File: config.mk
export PLATFORM = sky130hd
export DESIGN_NAME = axi_apb_bridge_mux
export DESIGN_NICKNAME = d
export VERILOG_FILES = /design/src/rtl/axi_apb_bridge_mux.sv
export SDC_FILE = /design/constraint.sdc
export NUM_CORES = 1
export LEC_CHECK = 0
export ABC_AREA = 1
export CAP_MARGIN = 5
export CORE_AREA = 3 3 139 141
export CTS_CLUSTER_DIAMETER = 100
export DETAILED_ROUTE_END_ITERATION = 8
export DIE_AREA = 0 0 142 144
export GPL_TIMING_DRIVEN = 0
export PLACE_DENSITY = 0.71
export RECOVER_POWER = 100
export SYNTH_ARGS = -nofsm -noshare
export SYNTH_HDL_FRONTEND = slang
export SYNTH_SLANG_ARGS = --single-unit
File: constraint.sdc
create_clock -name aclk -period 2 [get_ports aclk]
set_input_delay 0.5 -clock aclk [delete_from_list [all_inputs] [get_ports aclk]]
set_output_delay 0.5 -clock aclk [all_outputs]
set_load 0.03 [all_outputs]
File: src/rtl/axi_apb_bridge_mux.sv
// AXI4-Lite slave to multi-completer APB bridge.
// One transaction in flight; the target completer is picked from an address field,
// with DECERR for unmapped slots, a PREADY timeout, and alternating read/write priority.
module axi_apb_bridge_mux #(
  parameter int ADDR_W  = 32,
  parameter int DATA_W  = 32,
  parameter int NUM_SLV = 4,
  parameter int SEL_LSB = 12,
  parameter int TIMEOUT = 16
) (
  input  logic                        aclk,
  input  logic                        areset_n,
  // AXI4-Lite write address / data / response
  input  logic [ADDR_W-1:0]           awaddr,
  input  logic                        awvalid,
  output logic                        awready,
  input  logic [DATA_W-1:0]           wdata,
  input  logic [DATA_W/8-1:0]         wstrb,
  input  logic                        wvalid,
  output logic                        wready,
  output logic [1:0]                  bresp,
  output logic                        bvalid,
  input  logic                        bready,
  // AXI4-Lite read address / data
  input  logic [ADDR_W-1:0]           araddr,
  input  logic                        arvalid,
  output logic                        arready,
  output logic [DATA_W-1:0]           rdata,
  output logic [1:0]                  rresp,
  output logic                        rvalid,
  input  logic                        rready,
  // APB requester side
  output logic [NUM_SLV-1:0]          psel,
  output logic                        penable,
  output logic                        pwrite,
  output logic [ADDR_W-1:0]           paddr,
  output logic [DATA_W-1:0]           pwdata,
  output logic [DATA_W/8-1:0]         pstrb,
  input  logic [NUM_SLV*DATA_W-1:0]   prdata,
  input  logic [NUM_SLV-1:0]          pready,
  input  logic [NUM_SLV-1:0]          pslverr
);

  localparam int IDX_W = (NUM_SLV > 1) ? $clog2(NUM_SLV) : 1;
  localparam int CNT_W = $clog2(TIMEOUT);
  localparam logic [IDX_W:0]   SLV_LIM = (IDX_W+1)'(NUM_SLV);
  localparam logic [CNT_W-1:0] CNT_MAX = CNT_W'(TIMEOUT - 1);

  localparam logic [1:0] RESP_OKAY   = 2'b00;
  localparam logic [1:0] RESP_SLVERR = 2'b10;
  localparam logic [1:0] RESP_DECERR = 2'b11;

  typedef enum logic [1:0] {IDLE, SETUP, ACCESS, RESP} state_t;

  state_t             state;
  logic               last_wr;
  logic [CNT_W-1:0]   cnt;
  logic [IDX_W-1:0]   sel_idx;

  // request arbitration (only meaningful in IDLE)
  logic               wr_cand, rd_cand, grant_wr, grant_rd;
  logic [ADDR_W-1:0]  req_addr;
  logic [IDX_W-1:0]   req_idx;
  logic               req_hit;
  logic [NUM_SLV-1:0] dec_onehot;

  // selected completer view
  logic [NUM_SLV-1:0][DATA_W-1:0] prdata_v;
  logic               sel_rdy, sel_err, acc_done;
  logic [DATA_W-1:0]  sel_data, acc_data;
  logic [1:0]         acc_resp;

  // AW and W only ever travel together; on contention the direction not granted last wins
  assign wr_cand  = awvalid && wvalid;
  assign rd_cand  = arvalid;
  assign grant_wr = (state == IDLE) && wr_cand && (!rd_cand || !last_wr);
  assign grant_rd = (state == IDLE) && rd_cand && (!wr_cand ||  last_wr);

  assign awready = grant_wr;
  assign wready  = grant_wr;
  assign arready = grant_rd;

  assign req_addr = grant_wr ? awaddr : araddr;
  assign req_idx  = req_addr[SEL_LSB +: IDX_W];
  assign req_hit  = ({1'b0, req_idx} < SLV_LIM);

  // one-hot select for the requested slot
  always_comb begin
    dec_onehot = '0;
    for (int i = 0; i < NUM_SLV; i++)
      dec_onehot[i] = (req_idx == IDX_W'(i));
  end

  assign prdata_v = prdata;
  assign sel_rdy  = pready[sel_idx];
  assign sel_err  = pslverr[sel_idx];
  assign sel_data = prdata_v[sel_idx];

  // ACCESS outcome: completion (ok/slverr) or timeout abort, which reports as SLVERR with no data
  assign acc_done = sel_rdy || (cnt == CNT_MAX);
  assign acc_resp = (!sel_rdy || sel_err) ? RESP_SLVERR : RESP_OKAY;
  assign acc_data = (sel_rdy && !sel_err) ? sel_data : '0;

  // transaction FSM; all APB and response outputs are registered here
  always_ff @(posedge aclk or negedge areset_n) begin
    if (!areset_n) begin
      state   <= IDLE;
      last_wr <= 1'b0;
      cnt     <= '0;
      sel_idx <= '0;
      psel    <= '0;
      penable <= 1'b0;
      pwrite  <= 1'b0;
      paddr   <= '0;
      pwdata  <= '0;
      pstrb   <= '0;
      bvalid  <= 1'b0;
      bresp   <= '0;
      rvalid  <= 1'b0;
      rresp   <= '0;
      rdata   <= '0;
    end else begin
      case (state)
        IDLE: begin
          if (grant_wr || grant_rd) begin
            last_wr <= grant_wr;
            pwrite  <= grant_wr;
            paddr   <= req_addr;
            sel_idx <= req_idx;
            cnt     <= '0;
            if (grant_wr) begin
              pwdata <= wdata;
              pstrb  <= wstrb;
            end else begin
              pstrb  <= '0;
            end
            if (req_hit) begin
              psel  <= dec_onehot;
              state <= SETUP;
            end else begin
              // unmapped slot: answer directly, no APB cycle
              state <= RESP;
              if (grant_wr) begin
                bvalid <= 1'b1;
                bresp  <= RESP_DECERR;
              end else begin
                rvalid <= 1'b1;
                rresp  <= RESP_DECERR;
                rdata  <= '0;
              end
            end
          end
        end
        SETUP: begin
          penable <= 1'b1;
          state   <= ACCESS;
        end
        ACCESS: begin
          if (acc_done) begin
            psel    <= '0;
            penable <= 1'b0;
            state   <= RESP;
            if (pwrite) begin
              bvalid <= 1'b1;
              bresp  <= acc_resp;
            end else begin
              rvalid <= 1'b1;
              rresp  <= acc_resp;
              rdata  <= acc_data;
            end
          end else begin
            cnt <= cnt + 1'b1;
          end
        end
        RESP: begin
          if ((bvalid && bready) || (rvalid && rready)) begin
            bvalid <= 1'b0;
            rvalid <= 1'b0;
            state  <= IDLE;
          end
        end
        default: state <= IDLE;
      endcase
    end
  end

endmodule

==> metrics.yaml, run 1 <==
logic_synthesis:
  synth_top_area_share: 0.485
  synth_edf_count: 0
  synth_area_leaders: "dfrtp_1 (49%), nand2_1 (18%), nor2_1 (6.6%)"
  syn_inst: 785
  synth_ff_type: "dfrtp_1"
  synth_commonest_cells: "nand2_1 (281), dfrtp_1 (116), nor2_1 (106)"
  syn_avg_cell_area_um2: 7.62
  ys_seq_area_frac: 0.485
  synth_cell_types: 29
  synth_warnings: 0
  synth-seq-cells: 116
  netlist_area_um2: 5980
  async_flop_share: 1.00
  synthMostInstantiatedCell: "nand2_1"
  yosys.area.top_type: "dfrtp_1"
die:
  dieWidth_um: 142
  dieHeight_um: 144
  die_area_um2: 20400
  core_um2: 18100
  rows: 49
  start_util: 0.331
  io_pins: 358
cells_and_area:
  drive_gt1_frac: 0.0822
  fin_util: 0.569
  final_nets: 1415
  final_cell_area_um2: 10300
  fill_cells: 1708
  syn_to_final_growth_pct: 72.1
run_status:
  failed_checks: "setup timing"
  outcome: "complete, but fails checks"
routing:
  drt_iter0_drc: 332
  routed_wl_mm: 26.0
  drc: 0
  avgRoutedWirePerCell_um: 18.4
  ant_nets: 0
  viasPerCell: 4.85
  first_pass_iters: 4
  vias: 6843
power:
  seq_power_share: 0.249
  powerDensity_nw_per_um2: 1570
  leakagePower_nw: 4.73
  combPwrFrac: 0.547
  swShare: 0.462
  pwr-share-clk: 0.205
  internal_power_mw: 8.67
  max-vdd-ir-drop_mv: 0.755
  switchingPower_mw: 7.45
clock_network:
  numCtsBuffers: 17
  h-tree-depth: 4
  cts_sinks: 116
  cts_buffer_depth: 2
  cts_tree: "done"
  path_clk_slew_ns: 0.05
  root_buffer: "clkbuf_16"
  worstSkewPairLatency_ns: 0.41
grt:
  first_global_vias: 7001
  grt_pass1_wl_mm: 39.3
  grt_max_degree: 75
  antenna_found_initial: 2
  grt_usage: 0.251
  grt_overflow: 0
critical_path:
  worst_r2r_path_depth: 7
  critical_path.max_fanout: 4
  critPathTopFamily: "buffers and inverters"
  critical_path_class: "flip-flop to output port"
  worstPathRequired_ns: 1.50
  cpMostUsedCell: "buf_6"
  max_stage_delay_ns: 0.39
  r2r-end: "paddr[21]"
  crit_path_top_delay_cell: "dfrtp_1"
  worstSetupEndpointType: "output port"
  start_kind: "flip-flop"
  worstPathArrival_ns: 1.62
  r2r_start: "state[0]"
  worst-path-buf-inv: 4
  worstPathCellList: "inv_2, ha_4, nand3_4, nor2_4, buf_12, buf_6, buf_6"
  rrSetupSlack_ns: 0.01
sta:
  max_freq_ghz: 0.472
  setup_viol: 2
  worst_slew_pin_slew_ns: 1.13
  slew_headroom: 0.249
  report.final.slew_viol_count: 0
  setup_slack_ns: -0.119
  fin_crit_ns: 2.12
  finClkSkew_ns: 0.00676
  period_share: 1.06
  setup_tns_ns: -0.159
  finalHoldViolCount: 0
  rsz0062_at_grt: "true"
place:
  io_buffers: 355
  gp_congestion: 0.907
  dp_hpwl_mm: 19.9
  placed_area_um2: 9860
job:
  cap_violations: 0
hold_path:
  hp-class: "primary input to asynchronous set/reset pin"
## cell usage in the layout (no fill, tap or decap), types with 15 or more instances in the layout
master / Yosys / final
nand2_1: 281 / 281
o21ai_0: 74 / 74
nand3_1: 45 / 44
a31oi_1: 31 / 31
buf_4: 10 / 15
nor2_1: 106 / 106
inv_1: 18 / 15
clkdlybuf4s50_1: 0 / 286
clkbuf_1: 15 / 63
buf_2: 21 / 17
dfrtp_1: 116 / 114
clkbuf_16: 0 / 17
o22ai_1: 32 / 32
dlygate4sd2_1: 0 / 21
## layer usage
layer | vias to the layer above | global-route usage | wire, µm | part of all wire
met3 | 31 | 0.0989 | 2610 | 0.10
met2 | 292 | 0.443 | 13200 | 0.51
met5 | - | 0 | 0 | 0
met1 | 3182 | 0.273 | 9600 | 0.37
met4 | 0 | 0.0919 | 559 | 0.021
li1 | 3338 | - | - | -
## power groups by stage
| stage | clock [mW] | combinational, mW | sequential (mW) |
|---|---|---|---|
| after floorplan | 0 | 3.48 | 5.83 |
| after global placement | 0 | 9.22 | 4.00 |
| after detailed placement | 0 | 9.27 | 4.02 |
| after CTS | 3.36 | 9.35 | 4.02 |
| after global routing | 3.46 | 9.58 | 4.14 |
| final | 3.30 | 8.81 | 4.01 |
## stage by stage
stage | std cells | hold WS (ns) | power [mW] | worst slack (ns)
floorplan | 786 | 0.204 | 9.30 | 0.0190
global placement | 1370 | 0.454 | 13.2 | -4.39
detailed placement | 1371 | 0.456 | 13.3 | -1.10
CTS | 1408 | 0.0160 | 16.7 | -0.166
global route | 1411 | 0.371 | 17.2 | -0.197
finish | 1411 | 0.296 | 16.1 | -0.119
## cell type report
type,count,area [µm²],share of cell area
well taps,229,287,0.0278
diodes,2,5.00,0.000486
flip-flops and latches,116,2910,0.282
multi-input cells,596,2720,0.264
inverters,20,75.1,0.00729
clock inverters,9,178,0.0173
repair buffers,364,3340,0.325
clock buffers,22,454,0.0441
plain buffers,53,328,0.0318
## worst max path at each step
stage	start	endpoint	slack, ns	cells after the start
global route	state[0]	wready	-0.20	7
floorplan	state[0]	wready	0.02	7
CTS	state[1]	wready	-0.17	7
detailed placement	awvalid	wready	-1.10	7
finish	state[0]	wready	-0.12	7
global placement	areset_n	pwdata[13]	-4.39	1
## cells by family (layout without fill, tap and decap cells)
group / Yosys count / in the layout / share of synthesized area
AO/OA/AOI/OAI: 144 / 144 / 0.136
buffers and inverters: 74 / 468 / 0.0659
other: 1 / 4 / 0.000627
XOR/XNOR: 1 / 1 / 0.00146
flip-flops: 116 / 116 / 0.485
adder cells (fa/ha/maj): 4 / 4 / 0.00836
AND/OR/NAND/NOR: 445 / 445 / 0.303
## registers in the layout, indices dropped and copies added, names as in the netlist, 2 cells and up
name	count
cnt	4
rdata	32
state	2
paddr	32
pwdata	32
psel	4
pstrb	4
## what timing repair did
item,CTS,global route
buffers inserted,6,1
pin swaps,2,1
cloned,1,0
resized for setup,50,58
hold buffers,0,0
setup endpoints to repair,32,67
Note: power is estimated with default switching activity, not from simulation.
==> inputs of run 2 (changes only) <==
Settings changed: CORE_AREA 3 3 139 141 to 3 3 138 140, DIE_AREA 0 0 142 144 to 0 0 141 143, PLACE_DENSITY 0.71 to 0.72.
==> metrics.yaml, run 2 (synthesis results as in run 1) <==
run_status:
  outcome: "complete, but fails checks"  # unchanged
  failed_checks: "setup timing"  # unchanged
place:
  dp_hpwl_mm: 19.7  # was 19.9 mm
  io_buffers: 355  # unchanged
  gp_congestion: 0.911  # was 0.907
grt:
  grt_max_degree: 76  # was 75
  antenna_found_initial: 4  # was 2
  grt_overflow: 0  # unchanged
  grt_pass1_wl_mm: 38.5  # was 39.3 mm
  first_global_vias: 6992  # was 7001
  grt_usage: 0.249  # was 0.251
routing:
  viasPerCell: 4.93  # was 4.85
  routed_wl_mm: 25.9  # was 26.0 mm
  vias: 6969  # was 6843
  first_pass_iters: 5  # was 4
  drc: 0  # unchanged
  ant_nets: 0  # unchanged
  drt_iter0_drc: 378  # was 332
  avgRoutedWirePerCell_um: 18.3  # was 18.4 µm
power:
  internal_power_mw: 8.46  # was 8.67 mW
  combPwrFrac: 0.556  # was 0.547
  powerDensity_nw_per_um2: 1550  # was 1570 nW/µm²
  leakagePower_nw: 4.73  # about the same
  swShare: 0.469  # was 0.462
  max-vdd-ir-drop_mv: 0.992  # was 0.755 mV
  power_mw: 15.9  # was 16.1 mW
  pwr-share-clk: 0.193  # was 0.205
  switchingPower_mw: 7.47  # was 7.45 mW
  seq_power_share: 0.251  # was 0.249
cells_and_area:
  largestRegisters: "paddr: 32 flops, pwdata: 32 flops, rdata: 32 flops"  # unchanged
  layout_common_cells: "clkdlybuf4s50_1 (289), nand2_1 (282), dfrtp_1 (116)"  # was clkdlybuf4s50_1 (286), nand2_1 (281), dfrtp_1 (114)
  final_nets: 1417  # was 1415
  fill_cells: 1706  # was 1708
  layout_commonest_cell: "clkdlybuf4s50_1"  # unchanged
  drive_gt1_frac: 0.0829  # was 0.0822
  syn_to_final_growth_pct: 71.2  # was 72.1%
critical_path:
  cpMostUsedCell: "buf_6"  # unchanged
  critical_path.max_fanout: 3  # was 4
  worstPathArrival_ns: 1.61  # was 1.62 ns
  critPathTopFamily: "buffers and inverters"  # unchanged
  crit_path_top_delay_cell: "dfrtp_1"  # unchanged
  worstPathCellList: "inv_2, ha_4, nand3_4, nor2_4, buf_6, buf_6, buf_6"  # was inv_2, ha_4, nand3_4, nor2_4, buf_12, buf_6, buf_6
  max_stage_delay_ns: 0.39  # about the same
  worstPathRequired_ns: 1.50  # about the same
  start_kind: "flip-flop"  # unchanged
  r2r_start: "paddr[13]"  # was state[0]
  cp-startpoint: "state[0]"  # unchanged
  worstSetupEndpointType: "output port"  # unchanged
  worst-path-buf-inv: 4  # unchanged
  critical_path_class: "flip-flop to output port"  # unchanged
hold_path:
  hp-class: "primary input to asynchronous set/reset pin"  # unchanged
sta:
  slew_headroom: 0.258  # was 0.249
  setup_slack_ns: -0.112  # was -0.119 ns
  max_freq_ghz: 0.474  # was 0.472 GHz
  worst_slew_pin_slew_ns: 1.11  # was 1.13 ns
  hold_ws_ns: 0.283  # was 0.296 ns
  finalHoldViolCount: 0  # unchanged
  setup_viol: 6  # was 2
  report.final.slew_viol_count: 0  # unchanged
  period_share: 1.06  # about the same
  rsz0062_at_grt: "true"  # unchanged
  fin_crit_ns: 2.11  # was 2.12 ns
  finClkSkew_ns: 0.0115  # was 0.00676 ns
clock_network:
  root_buffer: "clkbuf_16"  # unchanged
  cts_tree: "done"  # unchanged
  cts_buffer_depth: 2  # unchanged
  path_clk_slew_ns: 0.06  # was 0.05 ns
  h-tree-depth: 4  # unchanged
  numCtsBuffers: 17  # unchanged
  cts_sinks: 116  # unchanged
  worstSkewPairLatency_ns: 0.41  # about the same
die:
  start_util: 0.333  # was 0.331
  die_area_um2: 20200  # was 20400 µm²
  dieWidth_um: 141  # was 142 µm
  io_pins: 358  # unchanged
  core_um2: 18000  # was 18100 µm²
  rows: 49  # unchanged
  dieHeight_um: 143  # was 144 µm
job:
  cap_violations: 0  # unchanged
## run 2: cell count changes in the layout (fill, tap and decap cells not counted), sizes merged
cell,before,now
buf,45,51
bufbuf,1,0
bufinv,5,3
clkbuf,86,80
clkdlybuf4s50,286,289
clkinv,1,4
clkinvlp,3,2
## run 2: path summary, 6_finish.rpt
check | endpoint | slack, ns | depth (start not counted)
worst max register to register | psel[2] | -0.04 | 9
max in group asynchronous | pwdata[20] | 0.45 | 2
worst max-delay path | wready | -0.11 | 7
worst min-delay path | rdata[9] | 0.28 | 1
worst min register to register | pwdata[3] | 0.47 | 2
min in group aclk | pwdata[3] | 0.47 | 2
## run 2: routing by layer
metal / vias up / share of wire / global-route usage
li1: 3343 / - / -
met1: 3240 / 0.36 / 0.275
met2: 337 / 0.50 / 0.432
met3: 45 / 0.11 / 0.106
met4: 4 / 0.025 / 0.0872
met5: - / 0.0010 / 0
## run 2: repair_timing
item                       4_1_cts  5_1_grt
hold buffers                     0        0
gates resized for setup         51       47
buffers inserted                 9        1
pin swaps                        2        1
setup endpoints to repair       43       79
## run 2: final cells by class
class                           instances  area [µm²]  area share
Clock inverter                          9         129      0.0126
Tap cell                              229         287      0.0280
Clock buffer                           22         464      0.0453
Sequential cell                       116        2900       0.283
Timing Repair Buffer                  366        3350       0.327
Antenna cell                            2        5.00    0.000489
Inverter                               20        75.1     0.00733
Multi-Input combinational cell        596        2710       0.264
Buffer                                 53         322      0.0314
## run 2: metrics by stage
step	instances	utilization	setup TNS (ns)	cell area [µm²]	worst slack [ns]
final	1413	0.570	-0.287	10200	-0.112
after floorplan	786	-	0	5990	0.0190
after global placement	1370	0.547	-507.07	9830	-4.28
after global routing	1413	0.570	-1.51	10200	-0.194
after CTS	1410	0.586	-0.252	10500	-0.163
after detailed placement	1371	0.549	-11.73	9860	-1.08
## run 2: power by group through the flow
stage	Clock, mW	Combinational, mW	Sequential [mW]
floorplan	0	3.48	5.83
global placement	0	9.22	4.00
detailed placement	0	9.26	4.02
CTS	3.14	9.34	4.00
global route	3.25	9.56	4.12
finish	3.07	8.86	4.00
==> inputs of run 3 (changes only) <==
Settings changed: ABC_CLOCK_PERIOD_IN_PS set to 2000.
==> results of run 3 <==
The final DEF is identical to that of run 2; final timing and power are the same.
==> edit 1, RTL diff (flow settings as in run 3) <==
Change the parameter `ADDR_W` from 32 to 24.
--- a/src/rtl/axi_apb_bridge_mux.sv
+++ b/src/rtl/axi_apb_bridge_mux.sv
@@ -2,7 +2,7 @@
 // One transaction in flight; the target completer is picked from an address field,
 // with DECERR for unmapped slots, a PREADY timeout, and alternating read/write priority.
 module axi_apb_bridge_mux #(
-  parameter int ADDR_W  = 32,
+  parameter int ADDR_W  = 24,
   parameter int DATA_W  = 32,
   parameter int NUM_SLV = 4,
   parameter int SEL_LSB = 12,
Interface: changed (resized araddr, awaddr and paddr); port bits go from 358 to 334. The function was not compared with the original's and may differ.
==> edit 1 against run 3 <==
The run still ends with setup timing left; sequential cell count is 8 lower; total power is 13% lower; via count is 8.3% lower; cell area is 6.7% lower; cell count is 6.0% lower; routed wire length is 14% lower; synthesized area is 6.6% lower; clock power is 43% lower; sequential power is 9.0% lower; synthesized cell count is 5.5% lower; die area stayed put; setup slack better by 90 ps; largest power group unchanged.
==> edit 1: results <==
[run_status]
status = finished with violations
violations = setup timing

[layout]
inv_count = 22
antennaDiodeCount = 1
multi_input_cells = 562
final_layout_size_suffix_gt1_share_pct = 6.65
multi_input_area_share_pct = 26.5
n_clock_buffer = 10
seq_share_pct = 28.3
final-clk-cell-share_pct = 3.02
reg.largest.list = pwdata: 32 flops, rdata: 32 flops, paddr: 24 flops
fillers = 1734
buffers = 390

[setup_path]
crit_path_max_incr_delay_ps = 470
slowest_stage = clkdlybuf4s50_1
arrival_ps = 1520

[global_routing]
grt_util_met3_pct = 5.76
grt_pass1_wl_mm = 33.8
track_usage_pct = 21.3
antenna_found_initial = 1
grtUsageMet2_pct = 37.5
grt_max_degree = 75
grt_pass1_vias = 6381

[timing]
postLayoutSetupSlackWorst_ps = -21.6
clock_skew_ps = 10.0
setup-tns-final_ps = -21.6
tightest_slew_ps = 946
setup_viol = 1

[route]
first_pass_iters = 6
wl_met1_mm = 8.68
route.met3.wl_mm = 1.89
route.met2.wl_mm = 11.1
dr.first_iter.drc_count = 251
viasPerCell = 4.81
wl_per_cell_um = 16.8
drt-total-wl_mm = 22.4
top_layer = met4

[power]
p_clk_share_pct = 12.7
combinationalPower_mw = 8.52
ir_drop_mv = 0.686
p_sw_share_pct = 47.7
internal_power_mw = 7.28

[yosys]
synthTopCellsByArea = dfrtp_1 48%, nand2_1 18%, o21ai_0 6.9%
synth_cell_type_count = 26
postSynthCellCount = 742
ys_seq_area_share_pct = 48.4

[placed_design]
io_buffers = 331
dp_cells = 1304
dp_hpwl_mm = 17.5
dp_slack_ps = -987

[clock_network]
clk_latency_ps = 360
cts_made_buffers = 9
htree_levels = 3
clkSinkCount = 108
path_clk_slew_ps = 80
clockRootBuffer = clkbuf_16
==> edit 1: changes by cell type in the layout (fill, tap and decap cells not counted), moves of 3 or more <==
cell / run 3 / this run
dlygate4sd2_1: 21 / 4
dfrtp_1: 116 / 108
nor2_1: 106 / 98
o21ai_0: 74 / 77
clkdlybuf4s50_1: 289 / 323
buf_2: 19 / 12
buf_4: 18 / 12
a31oi_1: 31 / 22
clkinv_2: 3 / 0
clkbuf_1: 56 / 20
bufinv_16: 3 / 0
nand2_1: 282 / 263
clkbuf_16: 17 / 9
==> edit 1: repair_timing <==
item                       CTS  global route
buffers inserted             6             1
gates resized for setup     32             9
pin swaps                    3             1
setup endpoints to repair    5            33
==> edit 1: critical path: cells and delay by family <==
family / cells / cell delay (ps)
buf+inv: 5 / 900
simple gates: 2 / 110
==> edit 1: kinds of logic (layout without fill, tap and decap cells) <==
group / Yosys count / in the layout / synth area share (%)
AO/OA/AOI/OAI: 138 / 138 / 13.8
XOR/XNOR: 1 / 1 / 0.157
adder cells (fa/ha/maj): 4 / 4 / 0.895
buffers and inverters: 73 / 428 / 6.60
flip-flops: 108 / 108 / 48.4
other: 1 / 3 / 0.0671
AND/OR/NAND/NOR: 417 / 417 / 30.1
==> edit 1: path summary, 6_finish.rpt <==
check | start | slack, ps | cells past startpoint | endpoint
max | arvalid | -20 | 7 | wready
min | areset_n | 270 | 1 | rdata[6]$_DFFE_PN0P_
max reg2reg | state[0]$_DFFE_PN0P_ | 60 | 9 | rdata[22]$_DFFE_PN0P_
min reg2reg | pwdata[7]$_DFFE_PN0P_ | 470 | 2 | pwdata[7]$_DFFE_PN0P_
max in group asynchronous | areset_n | 510 | 2 | psel[0]$_DFFE_PN0P_
min in group aclk | pwdata[7]$_DFFE_PN0P_ | 470 | 2 | pwdata[7]$_DFFE_PN0P_
==> edit 2, RTL diff (config.mk and constraints of run 3) <==
Made on the original files. Make the reset (`areset_n`) synchronous in one clocked block.
--- a/src/rtl/axi_apb_bridge_mux.sv
+++ b/src/rtl/axi_apb_bridge_mux.sv
@@ -102,7 +102,7 @@
   assign acc_data = (sel_rdy && !sel_err) ? sel_data : '0;
 
   // transaction FSM; all APB and response outputs are registered here
-  always_ff @(posedge aclk or negedge areset_n) begin
+  always_ff @(posedge aclk) begin
     if (!areset_n) begin
       state   <= IDLE;
       last_wr <= 1'b0;
Behaviour: differs if areset_n is asserted again (counterexample within 4 cycles, from zero or initial values and one cycle with areset_n low); with areset_n held inactive, the same outputs for 4 cycles.
==> edit 2 against run 3 <==
The flow still finishes with violations (setup timing); synthesized area barely moved; count of clock-buffer cells in the layout fell by 4; clock power fell by 1%; sequential power fell by 23%; combinational power fell by 36%; cell count rose by 11%; cell area rose by 2.2%; setup slack improved by 1.3 ps; maximum frequency barely moved; total power fell by 26%; routed wire length fell by 0.29%; synthesized cell count rose by 20%; sequential cell count did not move; utilization rose by 1.3 points; highest routed layer unchanged.
==> edit 2: results <==
[run_status]
status = finished with violations
violations = setup timing

[layout]
n_clock_buffer = 18
final_layout_size_suffix_gt1_share_pct = 7.68
antennaDiodeCount = 0
non_clock_buffer_area_share_pct = 37.1
buffers = 434
inv_count = 86

[route]
route.met3.wl_mm = 2.63
dr.first_iter.drc_count = 237
viasPerCell = 4.78
route.met2.wl_mm = 13.0

[placed_design]
gp_congestion = 0.902

[timing]
hold_ws_ps = 460
setup_viol = 2
clock_skew_ps = 7.02
postLayoutSetupSlackWorst_ps = -110

[power]
power.leakage_nw = 4.39
p_comb_share_pct = 48.3
ir_drop_mv = 0.654
combinationalPower_mw = 5.71

[yosys]
synthTopCellsByCount = 245 x nand2_1, 180 x nor2_1, 116 x dfxtp_1
ys_seq_area_share_pct = 38.8
async_flop_share_pct = 0

[setup_path]
crit_start = state[0]$_SDFFE_PN0P_
rr_endpoint = psel[3]$_SDFFE_PN0P_
r2r_cells = 14
r2r_slack_ps = 30
slowest_stage = dfxtp_2
==> edit 2: cell types whose count changed in the layout (fill, tap and decap cells not counted), sizes merged, moves of 9 or more <==
cell	run 3	this run
inv	20	89
clkdlybuf4s50	289	322
nand3	48	19
a21oi	2	38
dlygate4sd2	21	12
o21ai	75	112
dfrtp	116	0
o211ai	0	20
nand2	285	251
dfxtp	0	116
o22ai	32	12
nor2	109	180
==> edit 2: timing repair <==
item,CTS,global route
gates resized for setup,45,46
endpoints found under the hold margin,0,0
pin swaps,4,3
setup endpoints to repair,13,32
setup buffers,8,5
cloned,0,0
==> edit 2: worst max-delay path, delay by kind of cell (launching register included) <==
family / cells / cell delay (ps)
adder cells (fa/ha/maj): 1 / 170
buffers and inverters: 6 / 490
flip-flops: 1 / 330
AND/OR/NAND/NOR: 2 / 210
